===== config.mk =====
export PLATFORM = sky130hd
export DESIGN_NAME = cursor_gain_scaler_flat
export DESIGN_NICKNAME = d
export VERILOG_FILES = /design/src/rtl/cursor_gain_scaler_if.sv /design/src/rtl/cursor_gain_scaler.sv /design/src/flat_wrapper.sv
export SDC_FILE = /design/constraint.sdc
export NUM_CORES = 1
export LEC_CHECK = 0
export CORE_ASPECT_RATIO = 0.8
export CORE_MARGIN = 3
export CORE_UTILIZATION = 50
export CTS_CLUSTER_DIAMETER = 200
export DETAILED_ROUTE_END_ITERATION = 6
export GPL_ROUTABILITY_DRIVEN = 0
export PLACE_DENSITY = 0.75
export SLEW_MARGIN = 10
export SYNTH_ARGS = -nofsm -noshare
export SYNTH_HDL_FRONTEND = slang
export SYNTH_SLANG_ARGS = --single-unit

===== constraint.sdc =====
create_clock -name clk -period 13.3 [get_ports clk]
set_input_delay 1.995 -clock clk [delete_from_list [all_inputs] [get_ports clk]]
set_output_delay 1.995 -clock clk [all_outputs]
set_load 0.05 [all_outputs]

===== src/rtl/cursor_gain_scaler_if.sv =====
// Handshake bundle between the cursor-delta source, the gain scaler and the HID report packer.
// The gain scaler itself connects through the slave modport.
interface cursor_gain_scaler_if;
    logic              in_valid;
    logic              in_ready;
    logic signed [7:0] in_dx;
    logic signed [7:0] in_dy;
    logic signed [15:0] gain_in;
    logic              resid_clr;
    logic              out_valid;
    logic              out_ready;
    logic signed [7:0] out_dx;
    logic signed [7:0] out_dy;
    logic              sat_x;
    logic              sat_y;

    modport master (
        output in_valid, in_dx, in_dy, gain_in, resid_clr, out_ready,
        input  in_ready, out_valid, out_dx, out_dy, sat_x, sat_y
    );

    modport slave (
        input  in_valid, in_dx, in_dy, gain_in, resid_clr, out_ready,
        output in_ready, out_valid, out_dx, out_dy, sat_x, sat_y
    );
endinterface


===== src/rtl/cursor_gain_scaler.sv =====
// Scales raw cursor deltas by a clamped Q8.8 gain, carries the sub-pixel residue between
// reports and saturates the result to a symmetric signed 8-bit range.
module cursor_gain_scaler #(
    parameter logic signed [15:0] GAIN_MIN  = 16'sd64,
    parameter logic signed [15:0] GAIN_MAX  = 16'sd1024,
    parameter int                 OUT_LIMIT = 127
) (
    input logic                 clk,
    input logic                 rst,
    cursor_gain_scaler_if.slave bus
);

    typedef enum logic [1:0] {StIdle, StCalc, StOut} state_e;

    typedef struct packed {
        logic [7:0] val;
        logic       sat;
        logic [7:0] resid;
    } axis_t;

    state_e             state_q, state_d;
    logic signed [7:0]  dx_q, dx_d, dy_q, dy_d;
    logic signed [15:0] gain_q, gain_d;
    logic [7:0]         resid_x_q, resid_x_d, resid_y_q, resid_y_d;
    logic [7:0]         out_dx_q, out_dx_d, out_dy_q, out_dy_d;
    logic               sat_x_q, sat_x_d, sat_y_q, sat_y_d;
    logic               out_valid_q, out_valid_d;
    logic               in_ready;
    axis_t              ax, ay;

    function automatic axis_t scale_axis(input logic signed [7:0] d,
                                         input logic signed [15:0] g,
                                         input logic [7:0] resid);
        logic signed [23:0] dext, gext, sum, q, lim, neg_lim;
        axis_t              r;
        dext    = {{16{d[7]}}, d};
        gext    = {{8{g[15]}}, g};
        sum     = dext * gext + $signed({16'b0, resid});
        q       = sum >>> 8;
        lim     = 24'(OUT_LIMIT);
        neg_lim = -lim;
        r.val   = q[7:0];
        r.sat   = 1'b0;
        r.resid = sum[7:0];
        // An idle axis drops its residue so a stale fraction cannot creep the cursor.
        if (d == 8'sd0) begin
            r.val   = 8'd0;
            r.resid = 8'd0;
        end else if (q > lim) begin
            r.val   = lim[7:0];
            r.sat   = 1'b1;
            r.resid = 8'd0;
        end else if (q < neg_lim) begin
            r.val   = neg_lim[7:0];
            r.sat   = 1'b1;
            r.resid = 8'd0;
        end
        return r;
    endfunction

    assign in_ready      = (state_q == StIdle) && !rst;
    assign bus.in_ready  = in_ready;
    assign bus.out_valid = out_valid_q;
    assign bus.out_dx    = out_dx_q;
    assign bus.out_dy    = out_dy_q;
    assign bus.sat_x     = sat_x_q;
    assign bus.sat_y     = sat_y_q;

    assign ax = scale_axis(dx_q, gain_q, resid_x_q);
    assign ay = scale_axis(dy_q, gain_q, resid_y_q);

    always_comb begin
        state_d     = state_q;
        dx_d        = dx_q;
        dy_d        = dy_q;
        gain_d      = gain_q;
        resid_x_d   = resid_x_q;
        resid_y_d   = resid_y_q;
        out_dx_d    = out_dx_q;
        out_dy_d    = out_dy_q;
        sat_x_d     = sat_x_q;
        sat_y_d     = sat_y_q;
        out_valid_d = out_valid_q;
        unique case (state_q)
            StIdle: begin
                if (bus.in_valid && in_ready) begin
                    dx_d    = bus.in_dx;
                    dy_d    = bus.in_dy;
                    gain_d  = (bus.gain_in < GAIN_MIN) ? GAIN_MIN :
                              (bus.gain_in > GAIN_MAX) ? GAIN_MAX : bus.gain_in;
                    state_d = StCalc;
                end
            end
            StCalc: begin
                out_dx_d    = ax.val;
                out_dy_d    = ay.val;
                sat_x_d     = ax.sat;
                sat_y_d     = ay.sat;
                resid_x_d   = ax.resid;
                resid_y_d   = ay.resid;
                out_valid_d = 1'b1;
                state_d     = StOut;
            end
            StOut: begin
                if (bus.out_ready) begin
                    out_valid_d = 1'b0;
                    state_d     = StIdle;
                end
            end
            default: state_d = StIdle;
        endcase
        if (bus.resid_clr) begin
            resid_x_d = 8'd0;
            resid_y_d = 8'd0;
        end
    end

    always_ff @(posedge clk) begin
        if (rst) begin
            state_q     <= StIdle;
            dx_q        <= '0;
            dy_q        <= '0;
            gain_q      <= '0;
            resid_x_q   <= '0;
            resid_y_q   <= '0;
            out_dx_q    <= '0;
            out_dy_q    <= '0;
            sat_x_q     <= 1'b0;
            sat_y_q     <= 1'b0;
            out_valid_q <= 1'b0;
        end else begin
            state_q     <= state_d;
            dx_q        <= dx_d;
            dy_q        <= dy_d;
            gain_q      <= gain_d;
            resid_x_q   <= resid_x_d;
            resid_y_q   <= resid_y_d;
            out_dx_q    <= out_dx_d;
            out_dy_q    <= out_dy_d;
            sat_x_q     <= sat_x_d;
            sat_y_q     <= sat_y_d;
            out_valid_q <= out_valid_d;
        end
    end

endmodule


===== src/flat_wrapper.sv =====
// flat-port wrapper written by rule: the top's interface ports become plain ports
module cursor_gain_scaler_flat 
#(
    parameter logic signed [15:0] GAIN_MIN  = 16'sd64,
    parameter logic signed [15:0] GAIN_MAX  = 16'sd1024,
    parameter int                 OUT_LIMIT = 127
)
  (clk, rst, bus_in_valid, bus_in_dx, bus_in_dy, bus_gain_in, bus_resid_clr, bus_out_ready, bus_in_ready, bus_out_valid, bus_out_dx, bus_out_dy, bus_sat_x, bus_sat_y);
  cursor_gain_scaler_if bus_i ();
  input logic clk;
  input logic rst;
  input wire logic [$bits(bus_i.in_valid)-1:0] bus_in_valid;
  input wire logic [$bits(bus_i.in_dx)-1:0] bus_in_dx;
  input wire logic [$bits(bus_i.in_dy)-1:0] bus_in_dy;
  input wire logic [$bits(bus_i.gain_in)-1:0] bus_gain_in;
  input wire logic [$bits(bus_i.resid_clr)-1:0] bus_resid_clr;
  input wire logic [$bits(bus_i.out_ready)-1:0] bus_out_ready;
  output wire logic [$bits(bus_i.in_ready)-1:0] bus_in_ready;
  output wire logic [$bits(bus_i.out_valid)-1:0] bus_out_valid;
  output wire logic [$bits(bus_i.out_dx)-1:0] bus_out_dx;
  output wire logic [$bits(bus_i.out_dy)-1:0] bus_out_dy;
  output wire logic [$bits(bus_i.sat_x)-1:0] bus_sat_x;
  output wire logic [$bits(bus_i.sat_y)-1:0] bus_sat_y;
  assign bus_i.in_valid = bus_in_valid;
  assign bus_i.in_dx = bus_in_dx;
  assign bus_i.in_dy = bus_in_dy;
  assign bus_i.gain_in = bus_gain_in;
  assign bus_i.resid_clr = bus_resid_clr;
  assign bus_i.out_ready = bus_out_ready;
  assign bus_in_ready = bus_i.in_ready;
  assign bus_out_valid = bus_i.out_valid;
  assign bus_out_dx = bus_i.out_dx;
  assign bus_out_dy = bus_i.out_dy;
  assign bus_sat_x = bus_i.sat_x;
  assign bus_sat_y = bus_i.sat_y;
  cursor_gain_scaler #(.GAIN_MIN(GAIN_MIN), .GAIN_MAX(GAIN_MAX), .OUT_LIMIT(OUT_LIMIT)) u_core (.clk(clk), .rst(rst), .bus(bus_i));
endmodule

==> flow_metrics.py <==
metrics = {
    "run_status": {
        "status": "complete, no violations",
    },
    "drt": {
        "drt_iter0_markers": 659,
        "avgRoutedWirePerCell_um": 15.9,
        "wl_mm": 28.4,
        "dr.pass1.iters": 5,
        "drcViolationCount": 0,
        "via_per_inst": 5.59,
        "ant_nets": 0,
        "vias": 9982,
    },
    "pwr": {
        "p_leak_nw": 6.99,
        "powerDensity_nw_per_um2": 45.7,
        "vdd_drop_max_mv": 0.0554,
    },
    "logic_synthesis": {
        "ys.flop_type": "dfxtp_1",
        "yosys_warnings": 0,
        "synth-edff-count": 0,
        "syn_nets": 1833,
        "synth.distinct_cells": 63,
        "ys_ff_latch": 69,
        "synthCells": 1454,
        "yosysTopAreaCellShare": 0.346,
        "ys_seq_area_frac": 0.109,
        "synth_top_area_cell": "fa_1",
        "synth_area_um2": 12700,
        "ys_top_cells_by_area": "fa_1 (35%), ha_1 (12%), dfxtp_1 (11%), and2_1 (7.9%), inv_1 (7.1%)",
        "async_flop_share": 0,
        "syn_avg_cell_area_um2": 8.75,
    },
    "worst_setup_path": {
        "critical_path.startpoint_type": "register",
        "rr_worst_depth": 18,
        "cp_max_fo": 18,
        "required_ns": 13.54,
        "r2r_start": "u_core.dx_q[0]",
        "regToRegSetupSlack_ns": 6.16,
        "end_kind": "register",
        "crit_arrival_ns": 7.38,
        "path_class": "register to register",
        "r2r_end": "u_core.bus.out_dx[0]",
    },
    "floorplanning": {
        "die_area_um2": 27400,
        "num_io_pins": 57,
        "fp-row-count": 51,
        "chipHeight_um": 149,
        "die_w_um": 184,
        "core_um2": 24700,
        "start_util": 0.515,
    },
    "timing": {
        "fmax_mhz": 140,
        "hold_viol": 0,
        "final.setup_skew_ns": 0.00705,
        "finalWorstSetupSlack_ns": 6.16,
        "report.final.slew_viol_count": 0,
        "hold_ws_ns": 0.448,
        "tightest_slew_ns": 1.14,
        "rsz0062_at_grt": "false",
        "maxSlewHeadroom": 0.235,
        "setup_viol": 0,
        "finalCritPeriodShare": 0.537,
        "fin_crit_ns": 7.14,
        "fin_setup_tns_ns": 0,
    },
    "global_route": {
        "grt_pass1_vias": 9860,
        "grt_usage": 0.215,
        "grt_max_degree": 48,
        "antenna_found_initial": 0,
        "grt-ovfl-total": 0,
        "grt_pass1_wl_mm": 48.0,
    },
    "clock_tree": {
        "postCtsHoldBufs": 0,
        "htree_levels": 3,
        "clk_path_buf_depth": 2,
        "path_clk_slew_ns": 0.06,
        "clk_latency_ns": 0.34,
        "cts_buffers": 9,
        "cts-root-buf": "clkbuf_16",
        "post_cts.repair.setup_buffers": 0,
        "cts_tree": "done",
        "postCtsResizedCells": 0,
        "clock_sinks": 69,
    },
    "worst_hold_path": {
        "worstHoldEndpoint": "u_core.resid_x_q[5]",
        "hp-start": "u_core.resid_x_q[5]",
        "hold_depth": 2,
        "hold_path_class": "register to register",
    },
    "final_layout": {
        "fillers": 2223,
        "fin_nets": 1843,
        "syn_to_final_growth_pct": 8.22,
        "fin_util": 0.558,
        "drive_gt1_frac": 0.0191,
        "num_antenna_cells": 0,
    },
    "placement": {
        "place_hpwl_mm": 22.3,
        "place_ws_ns": 6.17,
        "io_buffers": 56,
    },
    "job": {
        "max_cap_violations": 0,
    },
}
through the flow:
step | instances | power (mW) | area (um^2)
2_1_floorplan | 1454 | 0.329 | 12700
3_3_place_gp | 1771 | 0.374 | 13500
3_5_place_dp | 1771 | 0.377 | 13500
4_1_cts | 1786 | 0.633 | 13800
5_1_grt | 1786 | 0.660 | 13800
6_report | 1786 | 0.630 | 13800
worst max-delay path: stages (launching register included):
cell and delay (ns):
dfxtp_1 0.76, and2_1 0.25, fa_1 0.45, fa_1 0.52, inv_1 0.06, fa_1 0.52
inv_1 0.05, fa_1 0.39, fa_1 0.50, ha_1 0.36, and3_1 0.19, a221o_1 0.40
a2111oi_4 0.58, nor4_1 0.16, or2_0 0.26, a311o_1 0.35, or4_1 0.66, mux2_4 0.38
o21a_1 0.20
cells by family (layout without fill, tap and decap cells):
group,Yosys count,count (layout),share of synthesized area
AOI/OAI and AO/OA,203,203,0.106
buffers and inverters,298,312,0.0880
xor gates and xnor gates,43,43,0.0296
and+or+nand+nor,495,495,0.198
DFF,69,69,0.109
muxes,4,4,0.00374
adders and majority gates,342,342,0.466
flip-flops by register name, indices dropped and copies added, names as in the netlist, 2 cells and up:
register           count
u_core.bus.out_dy      8
u_core.dy_q            8
u_core.resid_y_q       8
u_core.bus.out_dx      8
u_core.dx_q            8
u_core.resid_x_q       8
u_core.gain_q         16
u_core.state_q         2
where the power goes:
part           internal (mW)  total (mW)  switching [mW]
Clock                  0.150       0.254           0.104
Sequential             0.213       0.232          0.0192
Combinational         0.0582       0.144          0.0854
routing by layer:
| layer | global-route usage | vias up | routed length [um] |
|---|---|---|---|
| li1 | - | 4656 | - |
| met1 | 0.308 | 4968 | 12700 |
| met2 | 0.347 | 327 | 13200 |
| met3 | 0.0333 | 31 | 1870 |
| met4 | 0.0446 | 0 | 520 |
| met5 | 0 | - | 0 |
cell type report:
class                           count  area (um^2)  share of cell area
Inverter                          240          901              0.0654
Clock buffer                       10          239              0.0174
Timing Repair Buffer               57          563              0.0409
Clock inverter                      5         60.1             0.00436
Sequential cell                    69         1380               0.100
Tap cell                          318          398              0.0289
Multi-Input combinational cell   1087        10200               0.743
how the worst max path moves through the flow:
stage / endpoint / from
after CTS: u_core.bus.out_dx[0] / u_core.dx_q[2]
final: u_core.bus.out_dx[0] / u_core.dx_q[0]
after global placement: u_core.bus.out_dx[0] / u_core.gain_q[4]
after global routing: u_core.bus.sat_y / u_core.gain_q[3]
after detailed placement: u_core.bus.out_dx[0] / u_core.dx_q[0]
after floorplan: u_core.bus.out_dx[0] / u_core.gain_q[4]
cell usage in the layout (no fill, tap or decap), types with 32 or more instances in the layout:
| master | count |
|---|---|
| nor2_1 | 73 |
| ha_1 | 122 |
| nand2_1 | 158 |
| clkdlybuf4s50_1 | 55 |
| a21oi_1 | 54 |
| xnor2_1 | 32 |
| inv_1 | 240 |
| and2_1 | 160 |
| fa_1 | 220 |
| dfxtp_1 | 69 |
| o21ai_0 | 36 |
cell usage after synthesis, drive strengths merged (9+ instances only):
cell type,count
nand3,14
nor2b,9
o211ai,9
a21oi,54
nor4,13
and2,160
a22oi,9
o21ai,47
a21o,15
clkbuf,53
xor2,11
nand2b,9
inv,240
xnor2,32
a221oi,9
nor3,19
nor2,73
dfxtp,69
fa,220
nand2,158
ha,122
No activity file was read; power rests on OpenSTA's default activity.
